==> src/rtl/y86_pkg.sv <==
// Shared Y86-64 decode constants: icodes, jXX/cmovXX condition ifuns and CC flag bit positions.
package y86_pkg;

  localparam logic [3:0] I_CMOVXX = 4'h2;
  localparam logic [3:0] I_OPQ    = 4'h6;
  localparam logic [3:0] I_JXX    = 4'h7;

  localparam logic [3:0] C_YES = 4'h0;
  localparam logic [3:0] C_LE  = 4'h1;
  localparam logic [3:0] C_L   = 4'h2;
  localparam logic [3:0] C_E   = 4'h3;
  localparam logic [3:0] C_NE  = 4'h4;
  localparam logic [3:0] C_GE  = 4'h5;
  localparam logic [3:0] C_G   = 4'h6;

  localparam int CC_ZF = 0;
  localparam int CC_SF = 1;
  localparam int CC_OF = 2;

endpackage

==> src/rtl/cc_unit_cond_eval.sv <==
// Combinational jXX/cmovXX condition decode from a {OF,SF,ZF} flag triple.
module cond_eval
  import y86_pkg::*;
(
  input  logic [2:0] cc,
  input  logic [3:0] ifun,
  input  logic [3:0] icode,
  output logic       cnd,
  output logic       illegal
);

  logic lt;

  assign lt = cc[CC_SF] ^ cc[CC_OF];

  always_comb begin
    cnd = 1'b0;
    case (ifun)
      C_YES:   cnd = 1'b1;
      C_LE:    cnd = lt | cc[CC_ZF];
      C_L:     cnd = lt;
      C_E:     cnd = cc[CC_ZF];
      C_NE:    cnd = ~cc[CC_ZF];
      C_GE:    cnd = ~lt;
      C_G:     cnd = ~lt & ~cc[CC_ZF];
      default: cnd = 1'b0;
    endcase
  end

  // Out-of-range ifun only matters for the two condition-consuming icodes.
  assign illegal = (ifun > C_G) && ((icode == I_JXX) || (icode == I_CMOVXX));

endmodule

==> src/rtl/cc_unit.sv <==
// Y86-64 condition-code register, Execute condition evaluation and M-stage condition register.
// Optional CC write counter enabled by defining CC_TRACE_EN.
module cc_unit
  import y86_pkg::*;
#(
  parameter logic [2:0] CC_RESET = 3'b001
) (
  input  logic        clk,
  input  logic        rst_n,
  input  logic [3:0]  e_icode,
  input  logic [3:0]  e_ifun,
  input  logic [2:0]  alu_cf,
  input  logic        set_cc,
  input  logic        m_exc,
  input  logic        w_exc,
  input  logic        m_stall,
  input  logic        m_bubble,
  output logic [2:0]  cc_q,
  output logic        e_cnd,
  output logic        e_cnd_illegal,
  output logic        M_cnd
`ifdef CC_TRACE_EN
  ,
  output logic [15:0] cc_update_cnt
`endif
);

  logic cc_we;

  // A faulting older instruction or a held M stage must not let this OPq commit flags.
  assign cc_we = set_cc & ~m_exc & ~w_exc & ~m_stall;

  cond_eval u_cond_eval (
    .cc      (cc_q),
    .ifun    (e_ifun),
    .icode   (e_icode),
    .cnd     (e_cnd),
    .illegal (e_cnd_illegal)
  );

  always_ff @(posedge clk or negedge rst_n) begin
    if (!rst_n) begin
      cc_q <= CC_RESET;
    end else if (cc_we) begin
      cc_q <= alu_cf;
    end
  end

  // E -> M stage boundary; stall outranks bubble.
  always_ff @(posedge clk or negedge rst_n) begin
    if (!rst_n) begin
      M_cnd <= 1'b0;
    end else if (m_stall) begin
      M_cnd <= M_cnd;
    end else if (m_bubble) begin
      M_cnd <= 1'b0;
    end else begin
      M_cnd <= e_cnd;
    end
  end

`ifdef CC_TRACE_EN
  always_ff @(posedge clk or negedge rst_n) begin
    if (!rst_n) begin
      cc_update_cnt <= 16'd0;
    end else if (cc_we) begin
      cc_update_cnt <= cc_update_cnt + 16'd1;
    end
  end
`endif

endmodule

==> config.mk <==
export PLATFORM = sky130hd
export DESIGN_NAME = cc_unit
export DESIGN_NICKNAME = d
export VERILOG_FILES = /design/src/rtl/y86_pkg.sv /design/src/rtl/cc_unit_cond_eval.sv /design/src/rtl/cc_unit.sv
export SDC_FILE = /design/constraint.sdc
export NUM_CORES = 1
export LEC_CHECK = 0
export CORE_AREA = 3 3 40 42
export DETAILED_ROUTE_END_ITERATION = 6
export DIE_AREA = 0 0 43 45
export DONT_BUFFER_PORTS = 1
export RECOVER_POWER = 50
export SETUP_SLACK_MARGIN = 0.02
export SLEW_MARGIN = 30
export SYNTH_ARGS = -nofsm -noshare
export SYNTH_HDL_FRONTEND = slang
export SYNTH_SLANG_ARGS = --single-unit
export TNS_END_PERCENT = 100
==> constraint.sdc <==
create_clock -name clk -period 1.2 [get_ports clk]
set_input_delay 0.24 -clock clk [delete_from_list [all_inputs] [get_ports clk]]
set_output_delay 0.24 -clock clk [all_outputs]
set_load 0.02 [all_outputs]
Word-level counts from Yosys, hierarchy flattened
Cells that the tools add are included.

Bits in registers: 4. Input bits: 18. Output and inout bits: 6. Word-level logic and storage cells: 27.

Order comparisons: 1. Equality and inequality tests: 8. Mux-type cells: 2. Bitwise gates (word level): 11. Reductions and logical operators: 3.

Operators with widths (count): 4-bit by 3-bit == test with 1-bit output (second input constant) (4); 4-bit by 2-bit == test with 1-bit output (second input constant) (3); 1-bit case mux with 7 select lines (1); 1-bit NOT (5); 1-bit bitwise AND (4); 4-bit by 1-bit == test with 1-bit output (second input constant) (1); 4-bit by 3-bit greater-than comparator with 1-bit output (second input constant) (1); 4-bit logical NOT (1); 1-bit logical AND (1); 1-bit logical OR (1); 1-bit two-way mux (1); 1-bit bitwise OR (1); 1-bit XOR (1).

Depth between registers and ports, before layout
Depth after elaboration: 5. Depth in mapped cells: 4. Gate-level depth less buffers: 4.

Cells and area by module
A second synthesis with hierarchy kept.

Cell total of the unflattened synthesis: 24. Area, all modules: 279.0 um2.

By module, submodules not included: cc_unit (times used 1, cells each 11, area each 173.9 um2, sequential area each 101.3 um2); cond_eval (times used 1, cells each 13, area each 105.1 um2, sequential area each 0.0 um2).

Worst setup path before layout
No wires, ideal clock.

Path type: reg2out. Start point: register cc_q[2]. End point: output e_cnd. Arrival: 1.285 ns. Required time: 0.960 ns. Path slack: -0.325 ns. Stages on the path, launching flop included: 5. Buffers on the path: 0. Path through: dfrtp_1 > xor2_1 > a211oi_1 > nor2_1 > nor2_1.

Cells in the longest elaborated chain, start to end: 4. Elaborated cells on any way between the ends: 5. Classes of those cells: 1 x mux; 4 x bitwise.

RTL lines: from (decl) (RTL line cc_unit.sv:18) `output logic [2:0] cc_q,`; from (signal assigned) (RTL line cc_unit.sv:45) `cc_q <= alu_cf;`; 1-bit XOR (*) (RTL line cc_unit_cond_eval.sv:14) `assign lt = cc[CC_SF] ^ cc[CC_OF];`; 1-bit NOT (RTL line cc_unit_cond_eval.sv:24, cc_unit_cond_eval.sv:25); 1-bit bitwise AND (RTL line cc_unit_cond_eval.sv:25) `C_G: cnd = ~lt & ~cc[CC_ZF];`; 1-bit case mux with 7 select lines (*) (RTL line cc_unit_cond_eval.sv:18) `case (ifun)`; to (decl) (RTL line cc_unit.sv:19) `output logic e_cnd,`.

Every way passes the cells marked *; elsewhere a longest branch is shown, timed or not.

Worst setup path in the final report
Start point: register cc_q[0]. End point: output e_cnd.

Cells in the longest elaborated chain, start to end: 3. Elaborated cells on any way between the ends: 4. Classes of those cells: 1 x mux; 3 x bitwise.

RTL lines (RTL line): 1-bit NOT (cc_unit_cond_eval.sv:23, cc_unit_cond_eval.sv:25); 1-bit bitwise AND (cc_unit_cond_eval.sv:25); 1-bit case mux with 7 select lines (*) (cc_unit_cond_eval.sv:18).

Marked as above.

==> summary.md <==
| Metric | Value |
|---|---|
| Placed Cells | 43 |
| Final setup fails | 2 |
| CTS tree | yes |
| Setup TNS | -0.668 ns |
| Cell count after synthesis | 24 |
| Share of layout cells above drive strength 1 | 64.7% |
| Hold Path Origin | m_bubble |
| Max Cap Violations | 0 |
| Tightest Pin Transition | 0.372 ns |
| DPL Wire Length | 774 µm |
| Comb power frac | 37.1% |
| H-tree levels | 1 |
| Io pins | 24 |
| DRT iter0 DRCs | 0 |
| Startpoint Class | flop |
| Largest net degree at the start of global routing | 7 |
| VDD IR-drop max | 0.596 mV |
| Total grt overflow | 0 |
| Avg WL per Cell | 18.6 µm |
| Diodes inserted | 0 |
| Worst Reg2Reg Path Length in Cells | 5 |
| First-pass GRT wire length | 1.48 mm |
| Cell Pwr Density | 1460 mW/mm² |
| Layout Cells excl Fill | 49 |
| Area growth, synth to finish | 60.2% |
| Worst Slack Setup Final | -0.377 ns |
| LEAKAGE | 0.154 nW |
| Mapped Area | 258 µm² |
| Fin. Hold Viols | 0 |
| Switch Pwr | 0.212 mW |
| Failing checks | setup timing |
| DR vias | 257 |
| Hold worst-path end | M_cnd |
| Starting Density | 20.1% |
| CTS Sinks | 4 |
| Clk_skew | 0.00490 ns |
| Relative slew slack | 75.2% |
| Hold Path Class | primary input to flop |
| Hold Path Depth | 1 |
| Max Root-Sink Buffers | 2 |
| Vias in the first global route | 320 |
| R2r startpoint | cc_q[2] |
| Reg power frac | 33.0% |
| # nets final | 53 |
| Final hold slack | 0.103 ns |
| Synthesized Nets | 42 |
| FF+latch count, synth | 4 |
| Status | finished, violations left |
| Part of the Yosys area used for sequential elements | 39.3% |
| Antenna violations before repair | 0 |
| Via-per-instance ratio | 5.24 |
| Worst Path Required | 0.96 ns |
| Later-pin clock latency in the skew report | 0.23 ns |
| DR DRC count | 0 |
| DRT Wirelength | 912 µm |
| Cell taking the most area after synthesis | dfrtp_1 |
| Die W | 43 µm |
| Clk root buf | clkbuf_4 |
| FILL cells | 135 |
| Max Slew Vio Count | 0 |
| Clock Power Share | 29.9% |
| TritonRoute pass-1 iters | 1 |
| Share of the synthesized area in the top cell type | 29.1% |
| Die area | 0.00194 mm² |
| CORE AREA | 0.00128 mm² |
| Crit path time final | 1.58 ns |
| Die Ht | 45 µm |
| Setup CP Type | flop to primary output |
| Yosys cell types | 15 |
| CTS clk-pin slew, worst paths | 0.04 ns |
| Synth area leaders | dfrtp_1 (29%), dfstp_2 (10%), mux2_2 (8.7%) |
| Yosys warns | 0 |
| RR Endpoint | M_cnd |
| Pint | 0.392 mW |
| Max Fclk | 634 MHz |
| RSZ-0062 raised after global routing | yes |
| GPL Wtd Cong | 0.706 |
| Tcrit/Tclk final | 131% |
| Cell Rows | 13 |
| Num CTS Buffers | 3 |
| Switching portion of total power | 35.1% |
| IO buf count | 0 |
| Worst Path Arrival | 1.34 ns |
| Syn avg cell area | 10.7 µm² |
| ANT nets after route | 0 |
| Total global-route track usage | 10.8% |
| CP Capture Type | primary output |
| Worst-path fanout max | 3 |
| Reg2reg setup slack | -0.29 ns |
## critical path, stage by stage, from the launching register on
cell and delay (ns):
dfstp_2 0.54, nand2b_1 0.08, a31oi_2 0.18, o31ai_4 0.13, nor2_4 0.17
## placed cells by master (no fill, tap or decap)
cell / instances
a31oi_2: 1
o41ai_4: 1
nor2_4: 1
o21ai_0: 1
clkbuf_4: 3
nor2_2: 1
xor2_2: 1
mux2_1: 1
dlygate4sd3_1: 1
buf_4: 5
o21ai_1: 1
nand2_1: 2
dfrtp_2: 2
xor2_1: 1
dfrtp_1: 1
a31oi_1: 1
clkbuf_1: 1
mux2_2: 2
nand2b_1: 2
nor4b_2: 2
a211oi_2: 1
dfstp_2: 1
o31ai_4: 1
## registers in the layout, summed over array words and instances, names as in the netlist
name / cells
M_cnd: 1
cc_q: 3
## repair_timing
| action | in CTS | in global routing |
|---|---|---|
| pin swaps | 3 | 0 |
| endpoints found under the setup margin | 3 | 3 |
| buffers inserted | 1 | 0 |
| gates resized for setup | 8 | 0 |
| hold buffers | 1 | 0 |
| hold endpoints to repair | 4 | 0 |
## layer usage
metal  vias to the layer above  GRT usage (%)  wire [µm]
met1                       123           11.8        326
li1                        110              -          -
met2                        24           19.2        464
met3                         0           1.99        121
met4                         0           7.23          0
met5                         -              0          0
## power groups by stage
stage	logic, mW	registers (mW)	clock network [mW]
finish	0.224	0.199	0.180
global route	0.243	0.206	0.199
CTS	0.227	0.200	0.191
detailed placement	0.178	0.196	0
global placement	0.169	0.192	0
floorplan	0.0835	0.225	0
## final cells by class
| type | instances | area (µm²) | share of cell area, % |
|---|---|---|---|
| Sequential cell | 4 | 104 | 25.2 |
| Clock buffer | 4 | 26.3 | 6.36 |
| Multi-Input combinational cell | 20 | 216 | 52.4 |
| Tap cell | 15 | 18.8 | 4.55 |
| Timing Repair Buffer | 6 | 47.5 | 11.5 |
## worst max path at each step
stage            start  cells after the start     to
2_1_floorplan  cc_q[0]                      4  e_cnd
3_3_place_gp   cc_q[2]                      4  e_cnd
3_5_place_dp   cc_q[2]                      4  e_cnd
4_1_cts        cc_q[2]                      4  e_cnd
5_1_grt        cc_q[0]                      4  e_cnd
6_report       cc_q[0]                      4  e_cnd
## Yosys cell counts, drive strengths merged
cell type,n
o31ai,1
dfstp,1
nand2b,2
nor4b,2
dfrtp,3
nor2,2
a211oi,1
xor2,2
nand2,2
o41ai,1
o21ai,2
a31oi,2
mux2,3
## through the flow
step	setup slack (ns)	utilization, %	area, µm²	power [mW]
6_report	-0.377	32.1	413	0.603
5_1_grt	-0.458	32.1	413	0.647
4_1_cts	-0.393	32.1	413	0.618
3_5_place_dp	-0.219	25.1	323	0.374
3_3_place_gp	-0.137	25.1	323	0.361
2_1_floorplan	-0.185	-	274	0.308
## cell families (layout without fill, tap and decap cells)
logic type	Yosys count	after routing	share of synthesized area (%)
AND/OR/NAND/NOR	8	8	19.9
XOR/XNOR	2	2	6.80
multiplexers	3	3	13.1
buffers and inverters	0	10	0
flip-flops	4	4	39.3
AO/OA/AOI/OAI	7	7	20.9
No activity file was read; power rests on OpenSTA's default activity.
